$ cat src/rtl/fifo_pkg.sv
// Shared definitions for the FIFO write-side arbiter: FSM encoding and tag sizing.
package fifo_pkg;

    typedef enum logic {
        ST_IDLE   = 1'b0,
        ST_LOCKED = 1'b1
    } state_e;

    // Source tag needs at least one bit even for a degenerate single-producer build
    function automatic int tag_width(input int n);
        return (n > 1) ? $clog2(n) : 1;
    endfunction

endpackage

$ cat src/rtl/rr_pick.sv
// Combinational round-robin picker: first asserted request after ptr_i, wrapping modulo N.
module rr_pick #(
    parameter int N   = 4,
    parameter int IDW = 2
) (
    input  logic [N-1:0]   req_i,
    input  logic [IDW-1:0] ptr_i,
    output logic [IDW-1:0] sel_o,
    output logic           any_o
);

    logic [N-1:0] rot;

    // Rotate so the slot after ptr_i lands at bit 0, pick the lowest set bit, rotate back
    always_comb begin
        automatic int start = (int'(ptr_i) + 1) % N;
        automatic int idx   = 0;
        rot = '0;
        for (int i = 0; i < N; i++) begin
            rot[i] = req_i[(start + i) % N];
        end
        for (int i = N - 1; i >= 0; i--) begin
            if (rot[i]) idx = i;
        end
        any_o = |req_i;
        sel_o = IDW'((start + idx) % N);
    end

endmodule

$ cat src/rtl/fifo_wr_arbiter.sv
// Round-robin arbiter with packet lock in front of a single FIFO write port;
// each written word carries the winning producer's index in its MSBs.
module fifo_wr_arbiter
    import fifo_pkg::*;
#(
    parameter  int NUM_REQ   = 4,
    parameter  int Width     = 16,
    parameter  int MAX_BURST = 8,
    localparam int ID_W      = tag_width(NUM_REQ)
) (
    input  logic                     clk,
    input  logic                     rst,
    input  logic [NUM_REQ-1:0]       req,
    input  logic [NUM_REQ-1:0]       last,
    input  logic [NUM_REQ*Width-1:0] wdata,
    output logic [NUM_REQ-1:0]       ack,
    input  logic                     fifo_full,
    output logic                     fifo_w_en,
    output logic [ID_W+Width-1:0]    fifo_wdata,
    output logic [ID_W-1:0]          owner,
    output logic                     locked
);

    localparam int CNT_W = $clog2(MAX_BURST + 1);

    state_e            state_q, state_d;
    logic [ID_W-1:0]   rr_ptr_q, rr_ptr_d;
    logic [ID_W-1:0]   owner_q, owner_d;
    logic [CNT_W-1:0]  beat_cnt_q, beat_cnt_d;

    logic [ID_W-1:0]   pick_sel;
    logic              pick_any;
    logic [ID_W-1:0]   sel;
    logic              sel_req;
    logic              accept;

    rr_pick #(
        .N   (NUM_REQ),
        .IDW (ID_W)
    ) u_pick (
        .req_i (req),
        .ptr_i (rr_ptr_q),
        .sel_o (pick_sel),
        .any_o (pick_any)
    );

    // While locked only the owner may write, even if it is bubbling and others are waiting
    always_comb begin
        state_d    = state_q;
        rr_ptr_d   = rr_ptr_q;
        owner_d    = owner_q;
        beat_cnt_d = beat_cnt_q;

        if (state_q == ST_LOCKED) begin
            sel     = owner_q;
            sel_req = req[owner_q];
        end else begin
            sel     = pick_sel;
            sel_req = pick_any;
        end

        // Gating with rst keeps the write strobe quiet while reset is held
        accept     = rst & sel_req & ~fifo_full;
        ack        = '0;
        ack[sel]   = accept;
        fifo_w_en  = accept;
        fifo_wdata = {sel, wdata[int'(sel)*Width +: Width]};

        if (accept) begin
            if (state_q == ST_IDLE) begin
                owner_d = sel;
                if (last[sel] || MAX_BURST == 1) begin
                    rr_ptr_d = sel;
                end else begin
                    state_d    = ST_LOCKED;
                    beat_cnt_d = CNT_W'(1);
                end
            end else begin
                if (last[owner_q] || (beat_cnt_q + 1'b1) == CNT_W'(MAX_BURST)) begin
                    state_d    = ST_IDLE;
                    rr_ptr_d   = owner_q;
                    beat_cnt_d = '0;
                end else begin
                    beat_cnt_d = beat_cnt_q + 1'b1;
                end
            end
        end
    end

    // Pointer resets to the last slot so producer 0 is scanned first
    always_ff @(posedge clk or negedge rst) begin
        if (!rst) begin
            state_q    <= ST_IDLE;
            rr_ptr_q   <= ID_W'(NUM_REQ - 1);
            owner_q    <= '0;
            beat_cnt_q <= '0;
        end else begin
            state_q    <= state_d;
            rr_ptr_q   <= rr_ptr_d;
            owner_q    <= owner_d;
            beat_cnt_q <= beat_cnt_d;
        end
    end

    assign owner  = owner_q;
    assign locked = (state_q == ST_LOCKED);

endmodule

$ cat config.mk
export PLATFORM = sky130hd
export DESIGN_NAME = fifo_wr_arbiter
export DESIGN_NICKNAME = d
export VERILOG_FILES = /design/src/rtl/fifo_pkg.sv /design/src/rtl/rr_pick.sv /design/src/rtl/fifo_wr_arbiter.sv
export SDC_FILE = /design/constraint.sdc
export NUM_CORES = 1
export LEC_CHECK = 0
export CELL_PAD_IN_SITES_DETAIL_PLACEMENT = 1
export CELL_PAD_IN_SITES_GLOBAL_PLACEMENT = 1
export CORE_UTILIZATION = 24
export CTS_CLUSTER_SIZE = 30
export DETAILED_ROUTE_END_ITERATION = 8
export PLACE_DENSITY_LB_ADDON = 0.2
export SLEW_MARGIN = 30
export SYNTH_ARGS = -nofsm -noshare
export SYNTH_HDL_FRONTEND = slang
export SYNTH_SLANG_ARGS = --single-unit
$ cat constraint.sdc
create_clock -name clk -period 4.7 [get_ports clk]
set_input_delay 1.175 -clock clk [delete_from_list [all_inputs] [get_ports clk]]
set_output_delay 1.175 -clock clk [all_outputs]
set_load 0.05 [all_outputs]
After elaboration in Yosys (flattened, before gate mapping)
Cells that the tools add are included.

word-level totals
  bits of input ports = 75
  logic and storage cells = 77
  flip-flop bits (word level) = 9
  output and inout port bits = 26

cells by class
  muxes and demuxes = 35
  shift-type cells = 1
  bitwise logic cells = 10
  add/subtract/negate cells = 6
  equal/unequal tests = 3
  reduce and logical (&&, ||, !) cells = 11
  order comparisons = 7

operators with widths
  kind                                                                number
  variable part select 64 x 7 -> 16 bit                               1
  less-than comparator 3 x 4 -> 1 bit (second input constant)         4
  two-way mux 1 bit                                                   16
  two-way mux 2 bit                                                   8
  binary-select mux 1 bit (select 2 bit)                              7
  two-way mux 4 bit                                                   3
  adder 3 x 3 -> 4 bit (second input constant)                        2
  OR reduction 2 bit                                                  4
  bitwise AND 1 bit                                                   6
  less-than comparator 2 x 3 -> 1 bit (second input constant)         2
  adder 3 x 2 -> 4 bit (second input constant)                        1
  adder 4 x 1 -> 4 bit (second input constant)                        1
  bitwise AND 4 bit                                                   1
  == test 4 bit (second input constant)                               1
  AND reduction 2 bit                                                 2
  OR reduction 4 bit                                                  1
  AND reduction 3 bit                                                 1
  adder 2 x 1 -> 2 bit (second input constant)                        1
  adder 2 bit                                                         1
  demux 1 bit (select 2 bit)                                          1
  greater-or-equal comparator 2 x 1 -> 1 bit (second input constant)  1
  != test 2 x 1 -> 1 bit (second input constant)                      1
  != test 2 bit (second input constant)                               1
  NOT 1 bit                                                           2
  other kinds (4)                                                     4

Depth between registers and ports, before layout
  depth after elaboration = 20
  depth in mapped cells = 14
  gate-level depth less buffers = 11

Cells and area by module
Synthesis repeated with hierarchy kept, for this count alone.

second synthesis, totals
  cells, all modules = 204
  area, all modules = 1381.3 sq um

by module, submodules not included
  module           area an instance (sq um)  instances  cells an instance  seq. area each (sq um)
  fifo_wr_arbiter  1181.1                    1          178                227.7
  rr_pick          200.2                     1          26                 0.0

Worst setup path after synthesis
OpenSTA, ideal clock, no wires.

  path type = in2out
  start point = in req[1]
  end point = out ack[2]
  stages = 12
  arrival = 4124 ps
  setup slack = -599 ps
  path buffers = 2
  data required time = 3525 ps
  path through = buf_2 nor2_1 nor3_1 a21oi_1 o21ai_0 ha_1 xnor2_1 xnor2_1 xnor2_1 mux2_4 buf_2 nor3b_1

on the way
  word-level cells in the longest chain between the ends = 14
  elaborated cells between the ends (all ways) = 30
  classes of those cells = 1 x add/sub; 2 x order compare; 22 x mux; 3 x bitwise; 2 x reduce/logical

ends and longest elaborated chain
  what                                                                                                                            RTL line               text
  start, declared                                                                                                                 fifo_wr_arbiter.sv:13  input logic [NUM_REQ-1:0] req,
  binary-select mux 1 bit (select 2 bit)                                                                                          rr_pick.sv:20          rot[i] = req_i[(start + i) % N];
  two-way mux 1 bit (implied by the code) (2 in series)                                                                           rr_pick.sv:20
  two-way mux 2 bit (3 in series)                                                                                                 rr_pick.sv:23          if (rot[i]) idx = i;
  two-way mux 2 bit *                                                                                                             rr_pick.sv:23
  adder 2 bit *                                                                                                                   rr_pick.sv:26          sel_o = IDW'((start + idx) % N);
  two-way mux 2 bit *                                                                                                             fifo_wr_arbiter.sv:54  if (state_q == ST_LOCKED) begin
  named net fifo_wdata[17]                                                                                                        fifo_wr_arbiter.sv:19  output logic [ID_W+Width-1:0] fifo_wdata,
  less-than comparator 2 x 3 -> 1 bit (implied by the code) / greater-or-equal comparator 2 x 1 -> 1 bit (equally long branches)  fifo_wr_arbiter.sv:65  ack[sel] = accept;
  logical AND 1 bit (implied by the code)                                                                                         fifo_wr_arbiter.sv:65
  two-way mux 1 bit (implied by the code)                                                                                         fifo_wr_arbiter.sv:65
  demux 1 bit (select 2 bit) *                                                                                                    fifo_wr_arbiter.sv:65
  bitwise AND 4 bit (no source line) *                                                                                            -
  end, declared                                                                                                                   fifo_wr_arbiter.sv:16  output logic [NUM_REQ-1:0] ack,

The timed path passes the listed nets; every way through them passes the cells marked *. The select of a mux whose other input is x is not followed.

Final worst setup path
  start point = in req[3]
  end point = out fifo_wdata[3]

on the way
  word-level cells in the longest chain between the ends = 10
  elaborated cells between the ends (all ways) = 19
  classes of those cells = 1 x add/sub; 1 x shift; 17 x mux

ends and longest elaborated chain
  what                                                   RTL line               text
  binary-select mux 1 bit (select 2 bit)                 rr_pick.sv:20
  two-way mux 1 bit (implied by the code) (2 in series)  rr_pick.sv:20
  two-way mux 2 bit (3 in series)                        rr_pick.sv:23
  two-way mux 2 bit *                                    rr_pick.sv:23
  adder 2 bit *                                          rr_pick.sv:26
  two-way mux 2 bit *                                    fifo_wr_arbiter.sv:54
  variable part select 64 x 7 -> 16 bit *                fifo_wr_arbiter.sv:67  fifo_wdata = {sel, wdata[int'(sel)*Width +: Width]};
  end, declared                                          fifo_wr_arbiter.sv:19

Mark *: on every way between the ends. The rest lies on a longest branch, timed or not. The select of a mux whose other input is x is not followed.

==> summary.txt <==
Timing
  – Achievable Freq: 206 MHz
  – Worst-margin pin slew: 495 ps
  – Final hold vios: 0
  – Max transition margin: 66.9%
  – Final worst-path cycle share: 103%
  – Final Skew: 1.61 ps
  – Max-slew violations: 0
  – Final setup vio count: 17
  – Final worst slack: -146 ps
  – Minimum clock period: 4850 ps
  – Unrepaired setup endpoints after global routing: true

Clock tree
  – Clk root buf: clkbuf_8
  – Longest Clk Path Bufs: 2
  – Clock Sinks: 9
  – TritonCTS clock tree: built
  – Number of H-tree levels: 1
  – CTS clk-pin slew, worst paths: 50 ps
  – Hold_buf cts: 0
  – CTS buffer count: 3
  – Worst-skew pair later-pin latency: 230 ps

GRT
  – Grt met3 use: 6.07%
  – Initial antenna violation count: 0
  – Largest net degree at the start of global routing: 15
  – Busiest grt layer: met2
  – Global-route wire length before repair: 10100 µm
  – GR Util met2: 42.3%
  – Grt ovf: 0
  – Grt met1 use: 23.7%
  – Global-route usage over all layers: 22.1%
  – Vias in the first global route: 1910

Worst hold path
  – Hold depth: 1
  – Hold EP: beat_cnt_q[2]
  – Min-delay src: beat_cnt_q[2]
  – Hold Crit Class: reg -> reg

Drt
  – WL final: 7200 µm
  – Remaining DRCs: 0
  – Pre-antenna DRT Iters: 3
  – Final ANT Viol Nets: 0
  – Wirelength per Cell: 21.7 µm
  – Via density: 5.03
  – Initial drt markers: 28
  – Via count: 1669

Floorplanning
  – Row cnt: 26
  – Core Area: 5240 µm²
  – IO Pins: 101
  – DIE HEIGHT: 76.9 µm
  – Die Area: 5910 µm²
  – Die width: 76.9 µm
  – Initial core utilization: 25.7%

Worst setup path
  – CP endpoint kind: output port
  – Crit start category: primary input
  – Crit-path max FO: 8
  – Critical path class: in -> out
  – R2R cell count: 11
  – Max incr delay on CP: 360 ps
  – CP arrival: 3670 ps
  – Family with the most delay on the worst path: multiplexers
  – Reg-to-reg endpoint: rr_ptr_q[0]
  – CP required: 3520 ps
  – Slowest cell on crit path: mux2_4
  – WP buf/inv: 4
  – R2r setup slk: 1580 ps
  – Worst path cell trace: buf_6 -> buf_4 -> nor2_4 -> nor3_2 -> a21oi_1 -> o21ai_1 -> ha_2 -> xnor2_2 -> xnor2_2 -> xnor2_1 -> mux2_4 -> buf_12 -> mux2i_4 -> mux2i_4 -> buf_12
  – FF-to-FF Start: rr_ptr_q[0]

Outcome
  – Failing checks: negative setup slack
  – Outcome: finished with violations

Synthesis
  – Syn avg cell area: 9.47 µm²
  – Flops & latches, synth: 9
  – Prevailing post-synth register cell: dfrtp_1
  – Cell area after technology mapping: 1350 µm²
  – Largest area contributor in the netlist: mux2i_1
  – Post-synth cell types: 38
  – Post-synth top cells: mux2i_1 (48), nor2_1 (12), dfrtp_1 (7), inv_1 (7), nand2_1 (5)
  – Synth area leaders: mux2i_1 (36%), dfrtp_1 (13%), mux4_2 (5.0%)
  – Sequential-to-total area share from yosys stat: 16.9%
  – Synth top area share: 35.7%
  – Ys Warns: 0
  – Number of flops mapped to enable cells by yosys: 0
  – Net count after synthesis: 220
  – Post-synthesis async set-or-reset flop share: 100%
  – Synth Instances: 142
  – Count leader, synth: mux2i_1

Place
  – Detailed placement HPWL: 4580 µm
  – Final GP Congestion: 0.768
  – Post-Place Cells: 323
  – I/O Buffers: 100

Final layout
  – Fillers: 493
  – FF/Latch Area: 228 µm²
  – Layout Nets: 341
  – Ant. Diodes: 0
  – Share of layout cells above drive strength 1: 48.5%
  – Layout Cells excl Fill: 332
  – Multi-input logic area: 1600 µm²
  – Synth-to-layout area growth: 160%

Flow run
  – Max Cap Viol: 0
==> how the worst max path moves through the flow <==
stage | cells after the start | slack, ps | startpoint | endpoint
floorplan | 12 | -130 | req[1] | ack[2]
finish | 15 | -150 | req[3] | fifo_wdata[3]
global route | 14 | -280 | req[3] | fifo_wdata[9]
global placement | 13 | -390 | req[1] | fifo_wdata[14]
detailed placement | 13 | -490 | req[1] | fifo_wdata[15]
CTS | 14 | -130 | req[3] | fifo_wdata[0]
==> layer usage <==
metal / part of all wire (%) / vias up
li1: - / 775
met1: 34 / 806
met2: 56 / 76
met3: 7.7 / 12
met4: 2.2 / 0
met5: 0 / -
==> area by class of cell <==
cell class              instances  share of cell area, %
inverters                       8                  0.858
clock buffers                   4                   1.29
repair buffers                124                   43.1
flip-flops and latches          9                   6.51
well taps                      70                   2.50
multi-input cells             117                   45.8
==> flip-flops by register name (all words and copies together) (netlist names) <==
| register | flops |
|---|---|
| locked | 1 |
| rr_ptr_q | 2 |
| owner | 2 |
| beat_cnt_q | 4 |
==> worst reg2reg max path, delay by kind of cell (launching register included) <==
| kind | cells | cell delay [ps] |
|---|---|---|
| flip-flops | 1 | 680 |
| AND/OR/NAND/NOR | 1 | 130 |
| XOR/XNOR | 3 | 550 |
| multiplexers | 2 | 710 |
| buffers and inverters | 1 | 180 |
| adder cells (fa/ha/maj) | 1 | 190 |
| AO/OA/AOI/OAI | 3 | 620 |
==> cells by family after synthesis <==
group | count (synthesis) | synth area share (%)
mux | 57 | 46.0
simple gates | 34 | 12.3
compound gates | 19 | 10.5
buf+inv | 16 | 8.84
flops | 9 | 16.9
xor+xnor | 4 | 2.60
fa+ha+maj | 3 | 2.79
==> cells in the final DEF (no fill, tap or decap), drive strengths merged, types with 4 or more instances in the layout <==
cell type      instances
buf                   49
inv                    8
clkbuf                 6
mux2                   6
o21ai                  4
xnor2                  4
dfrtp                  7
mux2i                 48
nor2                  12
clkdlybuf4s50         73
nand2                  5
nand3                  4
==> stage by stage <==
step	area [µm²]	hold WS (ps)	setup slack, ps	setup TNS [ps]	utilization [%]
floorplan	1560	519	-132	-194	-
global placement	2980	551	-391	-6850	56.9
detailed placement	2980	572	-490	-8440	56.9
CTS	3290	589	-128	-1430	62.9
global route	3500	630	-275	-4350	66.8
finish	3500	595	-146	-1980	66.8
==> timing repair <==
item	in CTS	in global routing
pin swaps	8	8
gates cloned	1	2
gates resized for setup	68	37
setup endpoints to repair	21	20
buffers inserted	6	1
Power is left out: the tool's default activity adds up to more than one toggle a clock period on the data nets, which glitch-free logic cannot reach.
==> edit: new RTL, config.mk and constraints unchanged <==
Set the parameter `MAX_BURST` to 16 (it was 8).
--- a/src/rtl/fifo_wr_arbiter.sv
+++ b/src/rtl/fifo_wr_arbiter.sv
@@ -5,7 +5,7 @@
 #(
     parameter  int NUM_REQ   = 4,
     parameter  int Width     = 16,
-    parameter  int MAX_BURST = 8,
+    parameter  int MAX_BURST = 16,
     localparam int ID_W      = tag_width(NUM_REQ)
 ) (
     input  logic                     clk,
Check against the original RTL: no difference found for any inputs over 4 cycles, from zero or initial values and one cycle with rst low; that may be too few to reach the edited logic, so the function may still have changed.
==> edit against the unedited design <==
The run still ends with setup timing left; core utilization down 7.3 points; worst setup slack improved by 0.12 ns; sequential cell count increased by 1; design area rose by 2.5%; routed wire length shrank 3.1%; worst hold slack worse by 0.045 ns; area after synthesis grew 13%; largest cell class unchanged.
Power is left out: the tool's default activity adds up to more than one toggle a clock period on the data nets, which glitch-free logic cannot reach.
==> edit: results (changes against the unedited design) <==
The run gives 4 (+1) as the number of optimization iterations in the first detailed-route pass. The tools report the wire length on met2 as 3710 um (-8.1%). The net count after synthesis is 238 (+8.2%). The highest net fanout along the worst path is 5 (-3), and the count of vias placed by the detailed router is 1768 (+5.9%). The worst-case clock skew was 0.00201 ns (+0.000403 ns); the compound-cell area share of the yosys netlist was 0.138 (+0.0324). The global-route usage over all layers was 0.210 (-0.0116); the sum of negative setup slack was -0.113 ns (+1.87 ns). The total met3 wirelength after detailed routing came out at 567 um (+2.5%).

The met1 layer usage reported by global route was 0.230 (-0.00763); the weighted congestion at the end of routability-driven global placement was 0.835 (+8.7%). The final net count was 360 (+5.6%). The logs give 21 (-25%) for the count of routing violations after the opening detailed-route iteration and 3220 um2 (+8.0%) for the area of placed instances. The number of flip-flops in the largest register came out at 5 (+1). The worst setup slack after placement came out at -0.561 ns (-0.0712 ns). The checks that failed: setup timing.

The adder and majority cell fraction of the synthesized area works out to 0.0165 (-0.0114). The synthesized-area fraction occupied by xor and xnor cells came out at 0.0297 (+0.00361). By count the netlist is led by sky130_fd_sc_hd__mux2i_1 (54), sky130_fd_sc_hd__nand2_1 (10), sky130_fd_sc_hd__dfrtp_1 (8), sky130_fd_sc_hd__nor2_1 (8), sky130_fd_sc_hd__inv_1 (7).

Final setup violation count: 8 (-9). The met2 capacity usage during global routing is 0.398 (-0.0257), and the maximum number of pins on one net before global-route repair is 13 (-2). The fraction of met3 tracks used by global routing is 0.0478 (-0.0129). By area the synthesized netlist is led by sky130_fd_sc_hd__mux2i_1 (36%), sky130_fd_sc_hd__dfrtp_1 (13%), sky130_fd_sc_hd__dfstp_2 (3.5%). The final worst-path setup slack is -0.0252 ns (+0.120 ns). The number of global-route vias before repair was 1866 (-2.3%); the data arrival time of the critical path was 3.55 ns (-0.12 ns). The cell count after synthesis came out at 161 (+13%). The flow ran to the end, but the final reports show violations. The tools report the count of cell types in the netlist as 43 (+13%).

The run gives 2630 um (+7.1%) as the met1 wire length.
[edit: cell count changes in the layout (fill, tap and decap cells not counted), sizes merged, moves of 4 or more]
cell / unedited run / this run
nand2: 5 / 10
nor2: 12 / 8
mux2i: 48 / 54
buf: 49 / 53
[edit: cell type report]
| type | count | area [um2] |
|---|---|---|
| Inverter | 7 | 33.8 |
| Sequential cell | 10 | 253 |
| Clock buffer | 4 | 55.1 |
| Fill cell | 621 | 2440 |
| Tap cell | 75 | 93.8 |
| Multi-Input combinational cell | 134 | 1630 |
| Timing Repair Buffer | 127 | 1530 |
[edit: worst paths after layout]
| path | startpoint | endpoint | slack (ns) | depth (start not counted) |
|---|---|---|---|---|
| worst max-delay path | req[0] | fifo_wdata[3] | -0.03 | 15 |
| worst min-delay path | beat_cnt_q[4]$_DFFE_PN0P_ | beat_cnt_q[4]$_DFFE_PN0P_ | 0.55 | 1 |
| worst max register to register | rr_ptr_q[1]$_DFFE_PN1P_ | rr_ptr_q[1]$_DFFE_PN1P_ | 1.63 | 13 |
| worst min register to register | beat_cnt_q[4]$_DFFE_PN0P_ | beat_cnt_q[4]$_DFFE_PN0P_ | 0.55 | 1 |
| max in group asynchronous | rst | rr_ptr_q[1]$_DFFE_PN1P_ | 3.16 | 2 |
| min in group asynchronous | rst | owner[0]$_DFFE_PN0P_ | 1.31 | 2 |
[edit: cell families after synthesis]
logic type | Yosys count
mux | 63
simple gates | 39
compound gates | 27
buf+inv | 17
flops | 10
xor+xnor | 3
fa+ha+maj | 2
[edit: repair_timing]
action,in CTS,in global routing
setup endpoints to repair,21,16
pin swaps,5,0
resized for setup,57,17
cloned,2,0
setup buffers,4,2
